File: config.mk
export PLATFORM = sky130hd
export DESIGN_NAME = mult_iter_unit
export DESIGN_NICKNAME = d
export VERILOG_FILES = /design/src/rtl/mult_iter_unit_pkg.sv /design/src/rtl/mult_iter_unit_step.sv /design/src/rtl/mult_iter_unit.sv
export SDC_FILE = /design/constraint.sdc
export NUM_CORES = 1
export LEC_CHECK = 0
export BUFFER_PORTS_ARGS = -buffer_cell sky130_fd_sc_hd__buf_4
export CAP_MARGIN = 20
export CORE_AREA = 2 2 185 187
export DETAILED_ROUTE_END_ITERATION = 8
export DIE_AREA = 0 0 187 189
export PLACE_DENSITY = 0.71
export SLEW_MARGIN = 25
export SYNTH_ARGS = -nofsm -noshare
export SYNTH_HDL_FRONTEND = slang
export SYNTH_SLANG_ARGS = --single-unit
File: constraint.sdc
create_clock -name clk -period 6.1 [get_ports clk]
set_input_delay 0.61 -clock clk [delete_from_list [all_inputs] [get_ports clk]]
set_output_delay 0.61 -clock clk [all_outputs]
set_load 0.01 [all_outputs]
File: src/rtl/mult_iter_unit_pkg.sv
// Shared constants and FSM state type for the iterative multiplier.
// Instruction field encodings follow the RV32M OP/MULDIV space.
package PARAMS_pkg;

    localparam int WD_SIZE     = 32;
    localparam int OPCODE_SIZE = 7;
    localparam int FUNCT7_SIZE = 7;
    localparam int FUNCT3_SIZE = 3;

    localparam logic [OPCODE_SIZE-1:0] OPCODE_OP  = 7'b0110011;
    localparam logic [FUNCT7_SIZE-1:0] F7_MULDIV  = 7'b0000001;
    localparam logic [FUNCT7_SIZE-1:0] F7_ADD     = 7'b0000000;

    localparam logic [FUNCT3_SIZE-1:0] F3_MUL    = 3'b000;
    localparam logic [FUNCT3_SIZE-1:0] F3_MULH   = 3'b001;
    localparam logic [FUNCT3_SIZE-1:0] F3_MULHSU = 3'b010;
    localparam logic [FUNCT3_SIZE-1:0] F3_MULHU  = 3'b011;

    typedef enum logic [1:0] {
        IDLE = 2'd0,
        BUSY = 2'd1,
        DONE = 2'd2
    } mult_state_t;

endpackage

File: src/rtl/mult_iter_unit_step.sv
// One shift-add iteration: sums BITS_PER_CYCLE partial products and
// advances the multiplicand/multiplier for the next iteration.
module mult_step #(
    parameter int WIDTH          = 32,
    parameter int BITS_PER_CYCLE = 1
) (
    input  logic [2*WIDTH-1:0] mcand_i,
    input  logic [WIDTH-1:0]   mplier_i,
    output logic [2*WIDTH-1:0] sum_o,
    output logic [2*WIDTH-1:0] mcand_next_o,
    output logic [WIDTH-1:0]   mplier_next_o
);

    always_comb begin
        sum_o = '0;
        for (int i = 0; i < BITS_PER_CYCLE; i++) begin
            if (mplier_i[i]) begin
                sum_o = sum_o + (mcand_i << i);
            end
        end
    end

    assign mcand_next_o  = mcand_i << BITS_PER_CYCLE;
    assign mplier_next_o = mplier_i >> BITS_PER_CYCLE;

endmodule

File: src/rtl/mult_iter_unit.sv
// Iterative sign-magnitude multiplier for MUL/MULH/MULHSU/MULHU.
// Optional feature macro: MULT_EARLY_OUT_EN (finish once the multiplier is exhausted).
module mult_iter_unit
    import PARAMS_pkg::*;
#(
    parameter int WIDTH          = WD_SIZE,
    parameter int BITS_PER_CYCLE = 1
) (
    input  logic                   clk,
    input  logic                   reset,
    input  logic                   valid_i,
    input  logic [OPCODE_SIZE-1:0] opcode_i,
    input  logic [FUNCT7_SIZE-1:0] funct7_i,
    input  logic [FUNCT3_SIZE-1:0] funct3_i,
    input  logic [WIDTH-1:0]       op1_data_i,
    input  logic [WIDTH-1:0]       op2_data_i,
    input  logic                   kill_i,
    output logic                   ready_o,
    output logic                   valid_result_o,
    output logic [WIDTH-1:0]       result_o,
    input  logic                   result_ready_i,
    output mult_state_t            dbg_state_o
);

    localparam int ITERS = WIDTH / BITS_PER_CYCLE;
    localparam int CW    = $clog2(ITERS + 1);

    mult_state_t              r_state;
    mult_state_t              w_state_next;
    logic [2*WIDTH-1:0]       r_acc;
    logic [2*WIDTH-1:0]       r_mcand;
    logic [WIDTH-1:0]         r_mplier;
    logic [CW-1:0]            r_cnt;
    logic                     r_neg;
    logic [FUNCT3_SIZE-1:0]   r_funct3;

    logic                     w_accept;
    logic                     w_op1_neg;
    logic                     w_op2_neg;
    logic [WIDTH-1:0]         w_op1_mag;
    logic [WIDTH-1:0]         w_op2_mag;
    logic [2*WIDTH-1:0]       w_sum;
    logic [2*WIDTH-1:0]       w_acc_sum;
    logic [2*WIDTH-1:0]       w_mcand_next;
    logic [WIDTH-1:0]         w_mplier_next;
    logic                     w_last;

    assign w_accept = valid_i && (opcode_i == OPCODE_OP) && (funct7_i == F7_MULDIV)
                      && !funct3_i[2];

    // MULHU is the only unsigned op1; only MUL/MULH treat op2 as signed.
    assign w_op1_neg = (funct3_i != F3_MULHU) && op1_data_i[WIDTH-1];
    assign w_op2_neg = ((funct3_i == F3_MUL) || (funct3_i == F3_MULH)) && op2_data_i[WIDTH-1];
    assign w_op1_mag = w_op1_neg ? (~op1_data_i + 1'b1) : op1_data_i;
    assign w_op2_mag = w_op2_neg ? (~op2_data_i + 1'b1) : op2_data_i;

    mult_step #(
        .WIDTH          (WIDTH),
        .BITS_PER_CYCLE (BITS_PER_CYCLE)
    ) u_step (
        .mcand_i       (r_mcand),
        .mplier_i      (r_mplier),
        .sum_o         (w_sum),
        .mcand_next_o  (w_mcand_next),
        .mplier_next_o (w_mplier_next)
    );

    assign w_acc_sum = r_acc + w_sum;

`ifdef MULT_EARLY_OUT_EN
    assign w_last = (r_cnt == CW'(1)) || (w_mplier_next == '0);
`else
    assign w_last = (r_cnt == CW'(1));
`endif

    always_ff @(posedge clk) begin
        if (reset) begin
            r_state <= IDLE;
        end else begin
            r_state <= w_state_next;
        end
    end

    // Kill overrides completion handshake and acceptance alike.
    always_comb begin
        w_state_next = r_state;
        case (r_state)
            IDLE:    if (w_accept)       w_state_next = BUSY;
            BUSY:    if (w_last)         w_state_next = DONE;
            DONE:    if (result_ready_i) w_state_next = IDLE;
            default:                     w_state_next = IDLE;
        endcase
        if (kill_i) begin
            w_state_next = IDLE;
        end
    end

    always_ff @(posedge clk) begin
        if (reset || kill_i) begin
            r_acc    <= '0;
            r_mcand  <= '0;
            r_mplier <= '0;
            r_cnt    <= '0;
            r_neg    <= 1'b0;
            r_funct3 <= '0;
        end else begin
            case (r_state)
                IDLE: begin
                    if (w_accept) begin
                        r_acc    <= '0;
                        r_mcand  <= {{WIDTH{1'b0}}, w_op1_mag};
                        r_mplier <= w_op2_mag;
                        r_cnt    <= CW'(ITERS);
                        r_neg    <= w_op1_neg ^ w_op2_neg;
                        r_funct3 <= funct3_i;
                    end
                end
                BUSY: begin
                    r_mcand  <= w_mcand_next;
                    r_mplier <= w_mplier_next;
                    r_cnt    <= r_cnt - CW'(1);
                    if (w_last && r_neg) begin
                        r_acc <= ~w_acc_sum + 1'b1;
                    end else begin
                        r_acc <= w_acc_sum;
                    end
                end
                default: ;
            endcase
        end
    end

    assign ready_o        = (r_state == IDLE);
    assign valid_result_o = (r_state == DONE);
    assign result_o       = (r_state != DONE)     ? '0 :
                            (r_funct3 == F3_MUL)  ? r_acc[WIDTH-1:0] :
                                                    r_acc[2*WIDTH-1:WIDTH];
    assign dbg_state_o    = r_state;

endmodule

Word level (Yosys, flattened, before mapping)
Cells that the tools add are included.
W data, S select, Z words.
{"block": "totals", "output_inout_bits": 36, "in_bits": 86, "reg_bits": 172}
{"block": "op_classes", "mux": 18, "n_bitwise": 4, "reduce_logical": 17, "n_eq_ne": 11, "add_sub_neg": 5}
{"operator": "$mux W64", "count": 4}
{"operator": "$pmux W64 S2", "count": 2}
{"operator": "$mux W32", "count": 5}
{"operator": "$add A32 B1 Y32 const B", "count": 2}
{"operator": "$add A64 B1 Y64 const B", "count": 1}
{"operator": "$add A64 B64 Y64", "count": 1}
{"operator": "$not A32 Y32", "count": 2}
{"operator": "$not A64 Y64", "count": 1}
{"operator": "$pmux W32 S2", "count": 1}
{"operator": "$pmux W6 S2", "count": 1}
{"operator": "$eq A7 B1 Y1 const B", "count": 1}
{"operator": "$eq A7 B6 Y1 const B", "count": 1}
{"operator": "$eq A6 B1 Y1 const B", "count": 1}
{"operator": "$logic_and A1 B1 Y1", "count": 6}
{"operator": "$logic_not A3 Y1", "count": 2}
{"operator": "$mux W2", "count": 3}
{"operator": "$mux W6", "count": 1}
{"operator": "$pmux W2 S3", "count": 1}
{"operator": "$sub A6 B1 Y6 const B", "count": 1}
{"operator": "$ne A2 B1 Y1 const B", "count": 2}
{"operator": "$ne A2 B2 Y1 const B", "count": 2}
{"operator": "$reduce_and A2 Y1", "count": 2}
{"operator": "$eq A3 B1 Y1 const B", "count": 1}
{"operator": "$ne A3 B2 Y1 const B", "count": 1}
{"operator": "9 further kinds", "count": 10}

Depth between registers and ports, before layout
Gate-level depths: netlist of the first run.
{"block": "depth", "depth_word": 6, "mapped_depth": 19, "depth_no_buf": 16}

Hierarchy
A second synthesis of the first run with hierarchy kept.
{"block": "unflattened", "hier_cells": 2225, "hier_area_um2": 15688.8}
{"module": "mult_iter_unit", "area_per_inst_um2": 14453.9, "n_inst": 1, "cells_per_inst": 2058, "seq_area_each_um2": 3443.3}
{"module": "mult_step", "area_per_inst_um2": 1234.9, "n_inst": 1, "cells_per_inst": 167, "seq_area_each_um2": 0.0}

Worst setup path before layout of the first run
No wires, ideal clock.
{"block": "synth_path", "kind": "register -> register", "start": "reg r_mplier[0]", "end": "reg r_acc[56]", "required_ps": 5974, "arrival_time_ps": 4312, "setup_slack_ps": 1663, "path_stages_with_launch": 20, "period_less_slack_ps": 4437, "path_buffers": 3, "path_cell_list": "dfxtp_1 -> clkbuf_1 -> clkbuf_1 -> and2_1 -> ha_1 -> inv_1 -> fa_1 -> nor2b_1 -> o211a_4 -> o21ai_1 -> xnor2_1 -> a2111oi_4 -> or4b_1 -> or3_1 -> buf_2 -> nor3_4 -> nand3_4 -> o31ai_2 -> xor2_1 -> o21ai_1"}
{"block": "synth_between", "elab_chain_len": 6}
{"element": "from (decl)", "line": "mult_iter_unit.sv:32", "source": "logic [WIDTH-1:0] r_mplier;"}
{"element": "from (signal assigned)", "line": "mult_iter_unit.sv:112", "source": "r_mplier <= w_op2_mag;"}
{"element": "from (signal assigned)", "line": "mult_iter_unit.sv:120", "source": "r_mplier <= w_mplier_next;"}
{"element": "$mux W64 *", "line": "mult_iter_unit_step.sv:17", "source": "if (mplier_i[i]) begin"}
{"element": "$add A64 B64 Y64 *", "line": "mult_iter_unit.sv:68", "source": "assign w_acc_sum = r_acc + w_sum;"}
{"element": "$not A64 Y64", "line": "mult_iter_unit.sv:123", "source": "r_acc <= ~w_acc_sum + 1'b1;"}
{"element": "$add A64 B1 Y64", "line": "mult_iter_unit.sv:123"}
{"element": "$mux W64 *", "line": "mult_iter_unit.sv:122", "source": "if (w_last && r_neg) begin"}
{"element": "$pmux W64 S2 *", "line": "mult_iter_unit.sv:107", "source": "case (r_state)"}
{"element": "to (signal assigned)", "line": "mult_iter_unit.sv:123"}
{"element": "to (signal assigned)", "line": "mult_iter_unit.sv:125", "source": "r_acc <= w_acc_sum;"}
{"element": "to (decl)", "line": "mult_iter_unit.sv:30", "source": "logic [2*WIDTH-1:0] r_acc;"}
Mark *: on every way between the ends. The rest lies on a longest branch, timed or not.
A chain may end at the register's enable or synchronous reset.

Final worst setup path of the first run
{"block": "layout_path", "start": "reg r_mplier[0]", "end": "reg r_acc[57]"}
Same word-level chain as after synthesis.

==> metrics.txt, run 1 <==
# TYPE chip_impl_metric gauge
chip_impl_metric{name="timing.hold.worst_path_depth",unit=""} 3
chip_impl_info{name="mostFrequentLayoutCell",value="nand2_1"} 1
chip_impl_metric{name="chipHeight",unit="um"} 189
chip_impl_metric{name="required",unit="ns"} 6.40
chip_impl_metric{name="slew_headroom",unit="%"} 29.2
chip_impl_info{name="rsz_0062_raised_after_global_routing",value="false"} 1
chip_impl_info{name="min-delay-path-class",value="in2reg"} 1
chip_impl_metric{name="final_nets",unit=""} 2286
chip_impl_metric{name="seq_power_share",unit="%"} 47.5
chip_impl_info{name="result_of_the_run",value="completed"} 1
chip_impl_info{name="synth_flop_cell",value="dfxtp_1"} 1
chip_impl_metric{name="buffers_and_inverters_on_the_worst_path",unit=""} 2
chip_impl_metric{name="worstPathArrival",unit="ns"} 5.94
chip_impl_metric{name="track_usage",unit="%"} 30.1
chip_impl_metric{name="power.clock.fraction",unit="%"} 46.3
chip_impl_metric{name="power_per_cell_area",unit="nW/um2"} 143
chip_impl_metric{name="multi_input_gate_area_in_the_final_layout",unit="um2"} 10800
chip_impl_metric{name="syn_nets",unit=""} 2277
chip_impl_metric{name="die_area",unit="um2"} 35300
chip_impl_info{name="worstSetupStartpointType",value="flop"} 1
chip_impl_metric{name="wl_per_cell",unit="um"} 21.0
chip_impl_info{name="most_used_cells_in_the_layout_excluding_fill_and_tap_cells",value="339 x nand2_1, 278 x a21oi_1, 172 x dfxtp_1"} 1
chip_impl_metric{name="number_of_port_buffers",unit=""} 121
chip_impl_metric{name="finalInstanceArea",unit="um2"} 16500
chip_impl_metric{name="timing.final.setup_violations",unit=""} 0
chip_impl_info{name="cts_tree",value="done"} 1
chip_impl_info{name="criticalPathCategory",value="reg2reg"} 1
chip_impl_metric{name="tightestPinTransition",unit="ns"} 1.05
chip_impl_metric{name="synth_area_per_cell",unit="um2"} 6.98
chip_impl_metric{name="cts_made_buffers",unit=""} 17
chip_impl_metric{name="grt_pass1_vias",unit=""} 14763
chip_impl_metric{name="synth-async-reset-ratio",unit="%"} 0
chip_impl_info{name="r2r_start",value="r_mplier[0]"} 1
chip_impl_metric{name="final_hold_viol_count",unit=""} 0
chip_impl_metric{name="count_of_standard_cell_rows",unit=""} 67
chip_impl_metric{name="max_cap_violations",unit=""} 0
chip_impl_info{name="worst_hold_path.endpoint",value="r_funct3[0]"} 1
chip_impl_metric{name="initial_utilization",unit="%"} 44.5
chip_impl_metric{name="synth.ff_latch_count",unit=""} 172
chip_impl_metric{name="detail-route-antenna-nets",unit=""} 0
chip_impl_metric{name="fin_crit",unit="ns"} 5.63
chip_impl_metric{name="static-leakage-power",unit="nW"} 6.05
chip_impl_metric{name="yosys_warnings",unit=""} 0
chip_impl_info{name="critPathCaptureType",value="flop"} 1
chip_impl_metric{name="globalRoute.totalOverflow",unit=""} 0
chip_impl_metric{name="gpl.final_weighted_congestion",unit=""} 1.01
chip_impl_metric{name="cts-hold-fix-buffers",unit=""} 0
chip_impl_metric{name="drcViolationCount",unit=""} 0
chip_impl_metric{name="synth.cell_area",unit="um2"} 14800
chip_impl_info{name="crit_chain",value="buf_4 > and2_1 > ha_1 > a21oi_1 > o21ai_0 > a221oi_1 > and2_1 > xnor2_1 > a2111oi_0 > nand2_1 > nor3b_1 > buf_4 > and3_1 > a31oi_1 > xnor2_1 > o21ai_0"} 1
chip_impl_metric{name="largest_net_degree_at_the_start_of_global_routing",unit=""} 85
chip_impl_metric{name="cts.htree.levels",unit=""} 4
chip_impl_metric{name="postCtsSetupRepairBufs",unit=""} 0
chip_impl_metric{name="post_dp_cell_area",unit="um2"} 15900
chip_impl_metric{name="worst_path_largest_cell_delay",unit="ns"} 0.73
chip_impl_metric{name="antenna_found_initial",unit=""} 0
chip_impl_info{name="worst_path_max_delay_cell",value="a221oi_1"} 1
chip_impl_metric{name="regToRegSetupSlack",unit="ns"} 0.47
chip_impl_info{name="r2r_end",value="r_acc[57]"} 1
chip_impl_metric{name="hpwlAfterDp",unit="um"} 42800
chip_impl_metric{name="core_region_area",unit="um2"} 33300
chip_impl_metric{name="share_comb_of_total_power",unit="%"} 6.2
chip_impl_metric{name="design_power_total",unit="mW"} 2.36
chip_impl_metric{name="postCtsResizedCells",unit=""} 0
chip_impl_metric{name="drt_iter0_markers",unit=""} 1848
chip_impl_metric{name="p_sw_share",unit="%"} 24.5
chip_impl_metric{name="cts_num_sinks",unit=""} 172
chip_impl_metric{name="post_synth_inst_count",unit=""} 2122
chip_impl_metric{name="r2r.worst_path.cells",unit=""} 16
chip_impl_metric{name="clk_lat_worst_skew",unit="ns"} 0.45
chip_impl_metric{name="regArea",unit="um2"} 3440
chip_impl_metric{name="via_count",unit=""} 16197
chip_impl_metric{name="clock_input_transition_at_the_sequential_cells_of_the_worst_setup_and_hold_paths",unit="ns"} 0.07
chip_impl_metric{name="final.period_utilization",unit="%"} 92.4
chip_impl_metric{name="post_route_cells_drive_above_1_share",unit="%"} 9.84
chip_impl_metric{name="bufs_on_longest_clock_path",unit=""} 2
chip_impl_metric{name="detailedRoute.firstPassIterationCount",unit=""} 6
chip_impl_info{name="hold_path_startpoint",value="funct3_i[0]"} 1
chip_impl_metric{name="sum_neg_setup_slack",unit="ns"} 0
chip_impl_metric{name="drt-vias-per-instance",unit=""} 6.25
chip_impl_metric{name="postRouteWirelength",unit="um"} 54500
chip_impl_metric{name="path_max_fanout",unit=""} 20
chip_impl_metric{name="fmax",unit="MHz"} 178
chip_impl_metric{name="number_of_flops_mapped_to_enable_cells_by_yosys",unit=""} 0
chip_impl_metric{name="die_width",unit="um"} 187
chip_impl_metric{name="timing_max_transition_violations_final",unit=""} 0
chip_impl_metric{name="netSwitchingPower",unit="mW"} 0.578
chip_impl_info{name="critical-path-top-delay-family",value="compound AO/OA/AOI/OAI gates"} 1
chip_impl_metric{name="syn2layout_area_growth",unit="%"} 11.3
chip_impl_metric{name="io_pins",unit=""} 122
chip_impl_metric{name="n_antenna_cell",unit=""} 0
chip_impl_metric{name="synth_cell_types",unit=""} 83
chip_impl_metric{name="cellInternalPower",unit="mW"} 1.78
chip_impl_metric{name="seq_area_frac_synth",unit="%"} 23.2
chip_impl_metric{name="vdd.ir_drop.worst",unit="mV"} 0.198
chip_impl_metric{name="finalClockSkew",unit="ns"} 0.00727
chip_impl_metric{name="filler_cell_count",unit=""} 3331
chip_impl_info{name="clock_tree.root_cell",value="clkbuf_16"} 1
chip_impl_metric{name="grt_pass1_wl",unit="um"} 84000
cells by family (layout without fill, tap and decap cells):
group | count (synthesis) | after routing | share of synthesized area, %
DFF | 172 | 172 | 23.2
AOI/OAI and AO/OA | 688 | 688 | 29.3
adders and majority gates | 69 | 69 | 5.88
xor gates and xnor gates | 153 | 153 | 9.04
and+or+nand+nor | 857 | 857 | 27.7
muxes | 5 | 5 | 0.338
buffers and inverters | 178 | 200 | 4.52
metal layers:
layer / track usage, % / up-vias / routed length (um)
met5: 0 / - / 0
met4: 13.3 / 0 / 2380
met3: 4.19 / 121 / 4500
met2: 46.6 / 804 / 23400
met1: 41.8 / 7560 / 24200
li1: - / 7712 / -
layout make-up:
cell class	instances	area share (%)
multi-input cells	1772	65.2
clock buffers	19	2.75
inverters	30	0.683
repair buffers	138	6.28
clock inverters	13	0.804
well taps	448	3.40
flip-flops and latches	172	20.9
how the worst max path moves through the flow:
stage	startpoint	end	slack, ns	cells past startpoint
finish	r_mplier[0]	r_acc[57]	0.47	16
global route	r_mplier[0]	r_acc[57]	0.19	16
CTS	r_mplier[0]	r_acc[57]	0.66	16
detailed placement	r_mplier[0]	r_acc[57]	0.66	16
global placement	r_mplier[0]	r_acc[57]	0.83	16
floorplan	r_mplier[0]	r_acc[56]	1.66	19
cells in the mapped netlist, types with 6 or more instances:
master | n | area share, %
o2111ai_1 | 6 | 0.35
o21ai_1 | 16 | 0.54
and2_1 | 78 | 3.3
a211oi_1 | 14 | 0.71
o211ai_1 | 15 | 0.76
o21a_1 | 16 | 0.81
a21oi_1 | 278 | 9.4
nand2_1 | 340 | 8.6
buf_1 | 13 | 0.33
o21bai_1 | 6 | 0.30
o21ai_0 | 103 | 3.5
clkbuf_1 | 133 | 3.4
nor3_1 | 43 | 1.5
nand4_1 | 49 | 2.1
o41ai_1 | 7 | 0.41
dfxtp_1 | 172 | 23
or3_1 | 15 | 0.63
ha_1 | 68 | 5.7
xnor2_1 | 88 | 5.2
a22oi_1 | 81 | 4.1
inv_1 | 30 | 0.76
o31ai_1 | 19 | 0.96
nand3_1 | 67 | 2.3
a21o_1 | 23 | 1.2
or4_1 | 16 | 0.81
nor2b_1 | 6 | 0.25
xor2_1 | 65 | 3.8
nor4_1 | 16 | 0.68
or2_2 | 13 | 0.55
nor2_1 | 152 | 3.8
nand2b_1 | 16 | 0.68
a41oi_1 | 6 | 0.35
a31oi_1 | 23 | 0.97
and3_1 | 15 | 0.63
per-stage QoR:
step	utilization [%]	setup WS (ns)	hold WS (ns)	std cells
after floorplan	-	1.66	0.432	2122
after global placement	47.8	0.825	0.441	2560
after detailed placement	47.8	0.665	0.448	2560
after CTS	49.5	0.660	0.443	2592
after global routing	49.6	0.193	0.451	2592
final	49.6	0.466	0.441	2592
registers in the layout, indices dropped and copies added, names as in the netlist:
| signal | cells |
|---|---|
| r_acc | 64 |
| r_mcand | 64 |
| r_mplier | 32 |
| r_cnt | 6 |
| r_funct3 | 3 |
| dbg_state_o | 2 |
| r_neg | 1 |
power by group through the flow:
stage / registers, mW / logic [mW] / clock network (mW)
after global placement: 1.15 / 0.143 / 0
after detailed placement: 1.15 / 0.146 / 0
final: 1.12 / 0.147 / 1.09
after floorplan: 1.15 / 0.0728 / 0
after CTS: 1.12 / 0.146 / 1.10
after global routing: 1.12 / 0.161 / 1.15
worst register-to-register path, stage by stage (launching register included):
cell and delay [ns]:
dfxtp_1 0.66, buf_4 0.27, and2_1 0.13, ha_1 0.34
a21oi_1 0.29, o21ai_0 0.24, a221oi_1 0.73, and2_1 0.28
xnor2_1 0.15, a2111oi_0 0.73, nand2_1 0.40, nor3b_1 0.29
buf_4 0.17, and3_1 0.35, a31oi_1 0.16, xnor2_1 0.20
o21ai_0 0.11
(Power assumes the default switching activity.)
==> inputs of run 2 (changes only) <==
--- a/config.mk
+++ b/config.mk
@@ -7,9 +7,10 @@
 export LEC_CHECK = 0
 export BUFFER_PORTS_ARGS = -buffer_cell sky130_fd_sc_hd__buf_4
 export CAP_MARGIN = 20
-export CORE_AREA = 2 2 185 187
+export CORE_AREA = 8 8 191 193
 export DETAILED_ROUTE_END_ITERATION = 8
-export DIE_AREA = 0 0 187 189
+export DIE_AREA = 0 0 199 201
+export MAX_ROUTING_LAYER = met4
 export PLACE_DENSITY = 0.71
 export SLEW_MARGIN = 25
 export SYNTH_ARGS = -nofsm -noshare
==> run 2 against run 1 <==
Net effect:
- worst setup slack better by 0.077 ns
- via count increased by 0.81%
- wire length is 2.9% higher
- clock power barely moved
- utilization about the same
- critical path depth stayed put
- largest cell class unchanged
==> metrics.txt, run 2 (synthesis gave the netlist of run 1 again) <==
# TYPE chip_impl_metric gauge
chip_impl_info{name="mostFrequentLayoutCell",value="nand2_1"} 1
chip_impl_metric{name="die_width",unit="um"} 199
chip_impl_info{name="worstSetupStartpointType",value="flop"} 1
chip_impl_metric{name="clock_input_transition_at_the_sequential_cells_of_the_worst_setup_and_hold_paths",unit="ns"} 0.08
chip_impl_metric{name="cts_num_sinks",unit=""} 172
chip_impl_metric{name="post-route-util",unit="%"} 49.6
chip_impl_metric{name="fmax",unit="MHz"} 180
chip_impl_metric{name="core_region_area",unit="um2"} 33300
chip_impl_metric{name="timing_max_transition_violations_final",unit=""} 0
chip_impl_metric{name="grt_pass1_vias",unit=""} 15250
chip_impl_info{name="hold_path_startpoint",value="funct3_i[1]"} 1
chip_impl_metric{name="post_route_cells_drive_above_1_share",unit="%"} 9.88
chip_impl_metric{name="track_usage",unit="%"} 28.0
chip_impl_metric{name="regArea",unit="um2"} 3440
chip_impl_metric{name="max_cap_violations",unit=""} 0
chip_impl_metric{name="pre_cts_ws",unit="ns"} 0.728
chip_impl_info{name="worst_hold_path.endpoint",value="r_funct3[1]"} 1
chip_impl_metric{name="worstPathArrival",unit="ns"} 5.89
chip_impl_metric{name="final.period_utilization",unit="%"} 91.1
chip_impl_metric{name="slew_headroom",unit="%"} 39.2
chip_impl_metric{name="timing.final.ws_setup",unit="ns"} 0.544
chip_impl_metric{name="r2r.worst_path.cells",unit=""} 16
chip_impl_info{name="biggestRegsByFlops",value="r_acc (64), r_mcand (64), r_mplier (32)"} 1
chip_impl_info{name="crit_path_frequent_cell",value="o21ai_0"} 1
chip_impl_metric{name="vdd.ir_drop.worst",unit="mV"} 0.164
chip_impl_metric{name="sum_neg_setup_slack",unit="ns"} 0
chip_impl_metric{name="globalRoute.totalOverflow",unit=""} 0
chip_impl_metric{name="drcViolationCount",unit=""} 0
chip_impl_info{name="clock_tree.root_cell",value="clkbuf_16"} 1
chip_impl_info{name="most_used_cells_in_the_layout_excluding_fill_and_tap_cells",value="340 x nand2_1, 278 x a21oi_1, 172 x dfxtp_1"} 1
chip_impl_metric{name="finalClockSkew",unit="ns"} 0.0128
chip_impl_info{name="critPathCaptureType",value="flop"} 1
chip_impl_metric{name="postRouteWirelength",unit="um"} 56100
chip_impl_metric{name="chipHeight",unit="um"} 201
chip_impl_info{name="r2r_end",value="r_acc[55]"} 1
chip_impl_metric{name="largest_net_degree_at_the_start_of_global_routing",unit=""} 80
chip_impl_metric{name="clk_lat_worst_skew",unit="ns"} 0.46
chip_impl_metric{name="detailedRoute.firstPassIterationCount",unit=""} 9
chip_impl_info{name="min-delay-path-class",value="in2reg"} 1
chip_impl_metric{name="antenna_found_initial",unit=""} 1
chip_impl_info{name="r2r_start",value="r_mplier[0]"} 1
chip_impl_metric{name="path_max_fanout",unit=""} 29
chip_impl_info{name="crit_chain",value="buf_4 > nand2_1 > inv_1 > ha_1 > a211oi_1 > o21ai_0 > a21oi_1 > o21ai_0 > xor2_1 > or3_1 > nor3_1 > nor3b_1 > and3_1 > a31oi_1 > xnor2_1 > o21ai_0"} 1
chip_impl_metric{name="timing.final.setup_violations",unit=""} 0
chip_impl_metric{name="wl_per_cell",unit="um"} 21.6
chip_impl_metric{name="design_power_total",unit="mW"} 2.39
chip_impl_metric{name="regToRegSetupSlack",unit="ns"} 0.54
chip_impl_metric{name="postCtsSetupRepairBufs",unit=""} 0
chip_impl_metric{name="multi_input_gate_area_in_the_final_layout",unit="um2"} 10800
chip_impl_metric{name="tightestPinTransition",unit="ns"} 0.912
chip_impl_metric{name="io_pins",unit=""} 122
chip_impl_metric{name="initial_utilization",unit="%"} 44.5
chip_impl_metric{name="worst_path_largest_cell_delay",unit="ns"} 0.74
chip_impl_metric{name="via_count",unit=""} 16329
chip_impl_info{name="rsz_0062_raised_after_global_routing",value="false"} 1
chip_impl_metric{name="hpwlAfterDp",unit="um"} 44000
chip_impl_info{name="criticalPathCategory",value="reg2reg"} 1
chip_impl_metric{name="power_per_cell_area",unit="nW/um2"} 145
chip_impl_metric{name="syn2layout_area_growth",unit="%"} 11.4
chip_impl_metric{name="n_antenna_cell",unit=""} 0
chip_impl_metric{name="gpl.final_weighted_congestion",unit=""} 1.10
chip_impl_metric{name="final_nets",unit=""} 2288
chip_impl_metric{name="die_area",unit="um2"} 40000
chip_impl_metric{name="hold_ws",unit="ns"} 0.433
chip_impl_metric{name="count_of_standard_cell_rows",unit=""} 67
chip_impl_info{name="worst_path_max_delay_cell",value="nor3_1"} 1
chip_impl_metric{name="cts-hold-fix-buffers",unit=""} 0
chip_impl_metric{name="detail-route-antenna-nets",unit=""} 0
chip_impl_metric{name="cts.htree.levels",unit=""} 4
chip_impl_metric{name="drt_iter0_markers",unit=""} 2073
chip_impl_metric{name="drt-vias-per-instance",unit=""} 6.29
chip_impl_metric{name="cts_made_buffers",unit=""} 17
chip_impl_metric{name="filler_cell_count",unit=""} 3314
chip_impl_info{name="cts_tree",value="done"} 1
chip_impl_metric{name="grt_pass1_wl",unit="um"} 86400
chip_impl_metric{name="final_hold_viol_count",unit=""} 0
chip_impl_metric{name="number_of_port_buffers",unit=""} 121
chip_impl_metric{name="required",unit="ns"} 6.43
chip_impl_metric{name="static-leakage-power",unit="nW"} 6.05
chip_impl_metric{name="bufs_on_longest_clock_path",unit=""} 2
chip_impl_info{name="result_of_the_run",value="completed"} 1
chip_impl_metric{name="timing.hold.worst_path_depth",unit=""} 3
chip_impl_metric{name="postCtsResizedCells",unit=""} 0
chip_impl_metric{name="fin_crit",unit="ns"} 5.56
run 2: cell types whose count changed in the layout (fill, tap and decap cells not counted), sizes merged:
cell      before  now
bufinv         1    0
clkinvlp       3    4
clkinv         5    2
clkbuf        19   18
buf          138  140
inv           34   38
run 2: through the flow:
step	cell area [um2]	cells
after floorplan	14800	2122
after global placement	15900	2562
after detailed placement	15900	2562
after CTS	16500	2594
after global routing	16500	2594
final	16500	2594
run 2: per-layer routing:
| layer | GRT usage (%) | part of all wire, % | vias up |
|---|---|---|---|
| met5 | - | 0 | - |
| met4 | 11.4 | 4.2 | 0 |
| met3 | 3.72 | 8.4 | 125 |
| met2 | 41.3 | 43 | 866 |
| met1 | 37.9 | 44 | 7638 |
| li1 | - | - | 7700 |
run 2: cell type report:
| cell class | instances | area share [%] |
|---|---|---|
| Clock inverter | 14 | 0.879 |
| Tap cell | 448 | 3.40 |
| Timing Repair Buffer | 140 | 6.37 |
| Sequential cell | 172 | 20.9 |
| Clock buffer | 18 | 2.66 |
| Multi-Input combinational cell | 1772 | 65.2 |
| Inverter | 30 | 0.682 |
run 2: worst max-delay path by stage:
stage                     start        end  slack (ns)
floorplan           r_mplier[0]  r_acc[56]        1.66
global placement    r_mplier[0]  r_acc[57]        0.69
detailed placement  r_mplier[0]  r_acc[55]        0.73
CTS                 r_mplier[0]  r_acc[55]        0.73
global route        r_mplier[0]  r_acc[53]        0.09
finish              r_mplier[0]  r_acc[55]        0.54
run 2: worst max-delay path, delay by kind of cell (launching register included):
kind / cells / cell delay [ns]
buffers and inverters: 2 / 0.34
flip-flops: 1 / 0.33
adder cells (fa/ha/maj): 1 / 0.22
XOR/XNOR: 2 / 0.43
AO/OA/AOI/OAI: 6 / 1.98
AND/OR/NAND/NOR: 5 / 2.13
run 2: where the power goes:
group	switching, mW	internal, mW
clock	0.563	0.557
sequential	0.00000237	1.12
combinational	0.0792	0.0681
==> inputs of run 3 (changes only) <==
--- a/config.mk
+++ b/config.mk
@@ -5,11 +5,13 @@
 export SDC_FILE = /design/constraint.sdc
 export NUM_CORES = 1
 export LEC_CHECK = 0
+export ABC_AREA = 1
 export BUFFER_PORTS_ARGS = -buffer_cell sky130_fd_sc_hd__buf_4
 export CAP_MARGIN = 20
-export CORE_AREA = 8 8 191 193
+export CORE_AREA = 2 2 198 200
 export DETAILED_ROUTE_END_ITERATION = 8
-export DIE_AREA = 0 0 199 201
+export DIE_AREA = 0 0 200 202
+export HOLD_SLACK_MARGIN = 0.1
 export MAX_ROUTING_LAYER = met4
 export PLACE_DENSITY = 0.71
 export SLEW_MARGIN = 25
==> run 3 against run 2 <==
Net effect:
- global-route usage up 4.6 points
- die area grew 1.0%
- total power is 1.4% higher
- fmax is 29% higher
- wire length up 12%
- first-iteration DRC count is 6.4% lower
- synthesized cell count up 50%
- clock skew up 0.0023 ns
- critical path type unchanged
- largest power group is now clock
==> metrics.txt, run 3 <==
# TYPE chip_impl_metric gauge
chip_impl_info{name="synth.largest_area_cell",value="nand2_1"} 1
chip_impl_metric{name="grtUsageMet1",unit="%"} 43.5
chip_impl_metric{name="detail-route-antenna-nets",unit=""} 0
chip_impl_info{name="mostFrequentLayoutCell",value="nand2_1"} 1
chip_impl_metric{name="required",unit="ns"} 6.44
chip_impl_metric{name="drt-vias-per-instance",unit=""} 5.24
chip_impl_metric{name="final_cells",unit=""} 3774
chip_impl_info{name="clock_tree.root_cell",value="clkbuf_16"} 1
chip_impl_metric{name="post_route_cells_drive_above_1_share",unit="%"} 7.74
chip_impl_metric{name="power.clock.fraction",unit="%"} 47.3
chip_impl_metric{name="chipHeight",unit="um"} 202
chip_impl_metric{name="static-leakage-power",unit="nW"} 10.0
chip_impl_metric{name="max_cap_violations",unit=""} 0
chip_impl_info{name="crit_chain",value="nand2_1 > inv_1 > ha_1 > nand2_1 > nor2_1 > nand2_1 > nor3_1 > nand2_1 > nand2_1 > nand2_1 > nand2_1 > nand2_1 > nor2_1 > nand2_1 > nand3b_1 > o21ai_0 > nand2_1 > nand3_1 > a21oi_1"} 1
chip_impl_metric{name="die_area",unit="um2"} 40400
chip_impl_metric{name="tightestPinTransition",unit="ns"} 1.02
chip_impl_metric{name="cellInternalPower",unit="mW"} 1.78
chip_impl_metric{name="initial_utilization",unit="%"} 44.6
chip_impl_info{name="crit_path_frequent_cell",value="nand2_1"} 1
chip_impl_metric{name="die_width",unit="um"} 200
chip_impl_metric{name="synth.ff_latch_count",unit=""} 172
chip_impl_metric{name="postRouteWirelength",unit="um"} 63100
chip_impl_metric{name="netSwitchingPower",unit="mW"} 0.647
chip_impl_metric{name="cts.htree.levels",unit=""} 4
chip_impl_info{name="most_used_cells_in_the_layout_excluding_fill_and_tap_cells",value="1158 x nand2_1, 517 x inv_1, 321 x nor2_1"} 1
chip_impl_metric{name="hold_ws",unit="ns"} 0.397
chip_impl_metric{name="gr-usage-met2",unit="%"} 46.7
chip_impl_metric{name="fin_crit",unit="ns"} 4.32
chip_impl_metric{name="cts_made_buffers",unit=""} 17
chip_impl_metric{name="final_nets",unit=""} 3399
chip_impl_metric{name="global_route.usage.met3",unit="%"} 6.47
chip_impl_metric{name="power_per_cell_area",unit="nW/um2"} 127
chip_impl_info{name="synth_flop_cell",value="dfxtp_1"} 1
chip_impl_metric{name="core_region_area",unit="um2"} 38300
chip_impl_metric{name="post_dp_cell_area",unit="um2"} 18400
chip_impl_metric{name="n_antenna_cell",unit=""} 0
chip_impl_metric{name="path_max_fanout",unit=""} 39
chip_impl_metric{name="via_count",unit=""} 19787
chip_impl_metric{name="count_of_standard_cell_rows",unit=""} 72
chip_impl_metric{name="synth_area_per_cell",unit="um2"} 5.37
chip_impl_info{name="biggestRegsByFlops",value="r_acc (64), r_mcand (64), r_mplier (32)"} 1
chip_impl_metric{name="bufs_on_longest_clock_path",unit=""} 2
chip_impl_metric{name="design_power_total",unit="mW"} 2.42
chip_impl_metric{name="share_comb_of_total_power",unit="%"} 6.4
chip_impl_info{name="synthMostInstantiatedCell",value="nand2_1"} 1
chip_impl_info{name="yosys-top-cells-count",value="1158 x nand2_1, 518 x inv_1, 324 x nor2_1, 209 x nand3_1, 203 x a21oi_1"} 1
chip_impl_metric{name="final.period_utilization",unit="%"} 70.9
chip_impl_metric{name="cts-hold-fix-buffers",unit=""} 0
chip_impl_metric{name="placedCellCount",unit=""} 3743
chip_impl_metric{name="wl_per_cell",unit="um"} 16.7
chip_impl_metric{name="io_pins",unit=""} 122
chip_impl_metric{name="post-route-util",unit="%"} 49.7
chip_impl_metric{name="globalRoute.totalOverflow",unit=""} 0
chip_impl_metric{name="pre_cts_ws",unit="ns"} 1.92
chip_impl_info{name="worstSetupStartpointType",value="flop"} 1
chip_impl_info{name="top_usage_layer",value="met2"} 1
chip_impl_metric{name="synth.cell_area",unit="um2"} 17100
chip_impl_metric{name="number_of_port_buffers",unit=""} 121
chip_impl_info{name="rsz_0062_raised_after_global_routing",value="false"} 1
chip_impl_metric{name="clk_lat_worst_skew",unit="ns"} 0.50
chip_impl_metric{name="postCtsResizedCells",unit=""} 0
chip_impl_info{name="worst_path_max_delay_cell",value="dfxtp_2"} 1
chip_impl_metric{name="syn2layout_area_growth",unit="%"} 11.4
chip_impl_metric{name="post_synth_inst_count",unit=""} 3181
chip_impl_info{name="result_of_the_run",value="completed"} 1
chip_impl_metric{name="final_hold_viol_count",unit=""} 0
chip_impl_metric{name="number_of_flops_mapped_to_enable_cells_by_yosys",unit=""} 0
chip_impl_info{name="critical-path-top-delay-family",value="simple AND/OR/NAND/NOR gates"} 1
chip_impl_metric{name="worstPathArrival",unit="ns"} 4.67
chip_impl_metric{name="detailedRoute.firstPassIterationCount",unit=""} 7
chip_impl_metric{name="postCtsSetupRepairBufs",unit=""} 0
chip_impl_metric{name="gpl.final_weighted_congestion",unit=""} 1.05
chip_impl_metric{name="finalInstanceArea",unit="um2"} 19000
chip_impl_metric{name="antenna_found_initial",unit=""} 0
chip_impl_metric{name="syn_nets",unit=""} 3336
chip_impl_metric{name="cts_num_sinks",unit=""} 172
chip_impl_metric{name="p_sw_share",unit="%"} 26.7
chip_impl_metric{name="sum_neg_setup_slack",unit="ns"} 0
chip_impl_info{name="synthTopCellsByArea",value="nand2_1 25%, dfxtp_1 20%, inv_1 11%"} 1
chip_impl_info{name="min-delay-path-class",value="in2reg"} 1
chip_impl_metric{name="finalClockSkew",unit="ns"} 0.0151
chip_impl_metric{name="seq_area_frac_synth",unit="%"} 20.1
chip_impl_metric{name="grt_pass1_vias",unit=""} 17784
chip_impl_metric{name="fmax",unit="MHz"} 231
chip_impl_metric{name="timing.final.ws_setup",unit="ns"} 1.78
chip_impl_metric{name="buffers_and_inverters_on_the_worst_path",unit=""} 1
chip_impl_metric{name="seq_power_share",unit="%"} 46.3
chip_impl_metric{name="timing.final.setup_violations",unit=""} 0
chip_impl_info{name="cts_tree",value="done"} 1
chip_impl_metric{name="track_usage",unit="%"} 32.5
chip_impl_metric{name="synth_cell_types",unit=""} 54
chip_impl_info{name="critPathCaptureType",value="flop"} 1
chip_impl_metric{name="vdd.ir_drop.worst",unit="mV"} 0.179
chip_impl_metric{name="timing_max_transition_violations_final",unit=""} 0
chip_impl_metric{name="drcViolationCount",unit=""} 0
chip_impl_metric{name="drt_iter0_markers",unit=""} 1940
chip_impl_metric{name="yosys_warnings",unit=""} 0
chip_impl_metric{name="grt_pass1_wl",unit="um"} 97400
chip_impl_info{name="criticalPathCategory",value="reg2reg"} 1
chip_impl_metric{name="slew_headroom",unit="%"} 31.7
chip_impl_metric{name="largest_net_degree_at_the_start_of_global_routing",unit=""} 94
chip_impl_metric{name="clock_input_transition_at_the_sequential_cells_of_the_worst_setup_and_hold_paths",unit="ns"} 0.08
chip_impl_metric{name="share_of_the_synthesized_area_in_the_top_cell_type",unit="%"} 25.4
chip_impl_metric{name="synth-async-reset-ratio",unit="%"} 0
chip_impl_metric{name="hpwlAfterDp",unit="um"} 50300
chip_impl_metric{name="worst_path_largest_cell_delay",unit="ns"} 0.77
## run 3: cell count changes after synthesis, moves of 37 or more
| cell | change |
|---|---|
| xor2_1 | -37 |
| a21oi_1 | -75 |
| nor2_1 | +172 |
| inv_1 | +488 |
| nand2_1 | +818 |
| clkbuf_1 | -49 |
| nand3_1 | +142 |
| and2_1 | -76 |
| a22oi_1 | -74 |
| xnor2_1 | -79 |
## run 3: layout make-up
| class | count | area, um2 |
|---|---|---|
| clock buffers | 18 | 439 |
| clock inverters | 13 | 149 |
| fillers | 4225 | 19300 |
| inverters | 525 | 1980 |
| multi-input cells | 2394 | 11400 |
| flip-flops and latches | 172 | 3440 |
| well taps | 518 | 648 |
| repair buffers | 134 | 1020 |
## run 3: path summary, 6_finish.rpt
check,slack (ns),from,cells after the start,end
max,1.78,r_mplier[0],19,r_acc[40]
min,0.40,op1_data_i[0],3,r_mcand[0]
max reg2reg,1.78,r_mplier[0],19,r_acc[40]
min reg2reg,0.45,r_funct3[2],2,r_funct3[2]
## run 3: power groups by stage
stage	registers, mW	clock network, mW	logic, mW
after floorplan	1.15	0	0.0769
after global placement	1.15	0	0.154
after detailed placement	1.15	0	0.154
after CTS	1.12	1.17	0.155
after global routing	1.12	1.21	0.172
final	1.12	1.15	0.155
## run 3: per-layer routing
layer | part of all wire (%) | wire, um | up-vias
li1 | - | - | 10128
met1 | 44 | 27800 | 8709
met4 | 4.7 | 2940 | 0
met2 | 42 | 26300 | 815
met5 | 0 | 0 | -
met3 | 9.6 | 6090 | 135
## run 3: worst min-delay path, stage by stage
cell and delay (ns):
buf_4 0.13, nand2_1 0.06, a21oi_1 0.05
## run 3: cells by family after synthesis
logic type | after synthesis | share of synthesized area, %
simple gates | 1866 | 45.5
buf+inv | 615 | 13.5
compound gates | 422 | 13.8
xor+xnor | 37 | 1.90
fa+ha+maj | 69 | 5.10
flops | 172 | 20.1
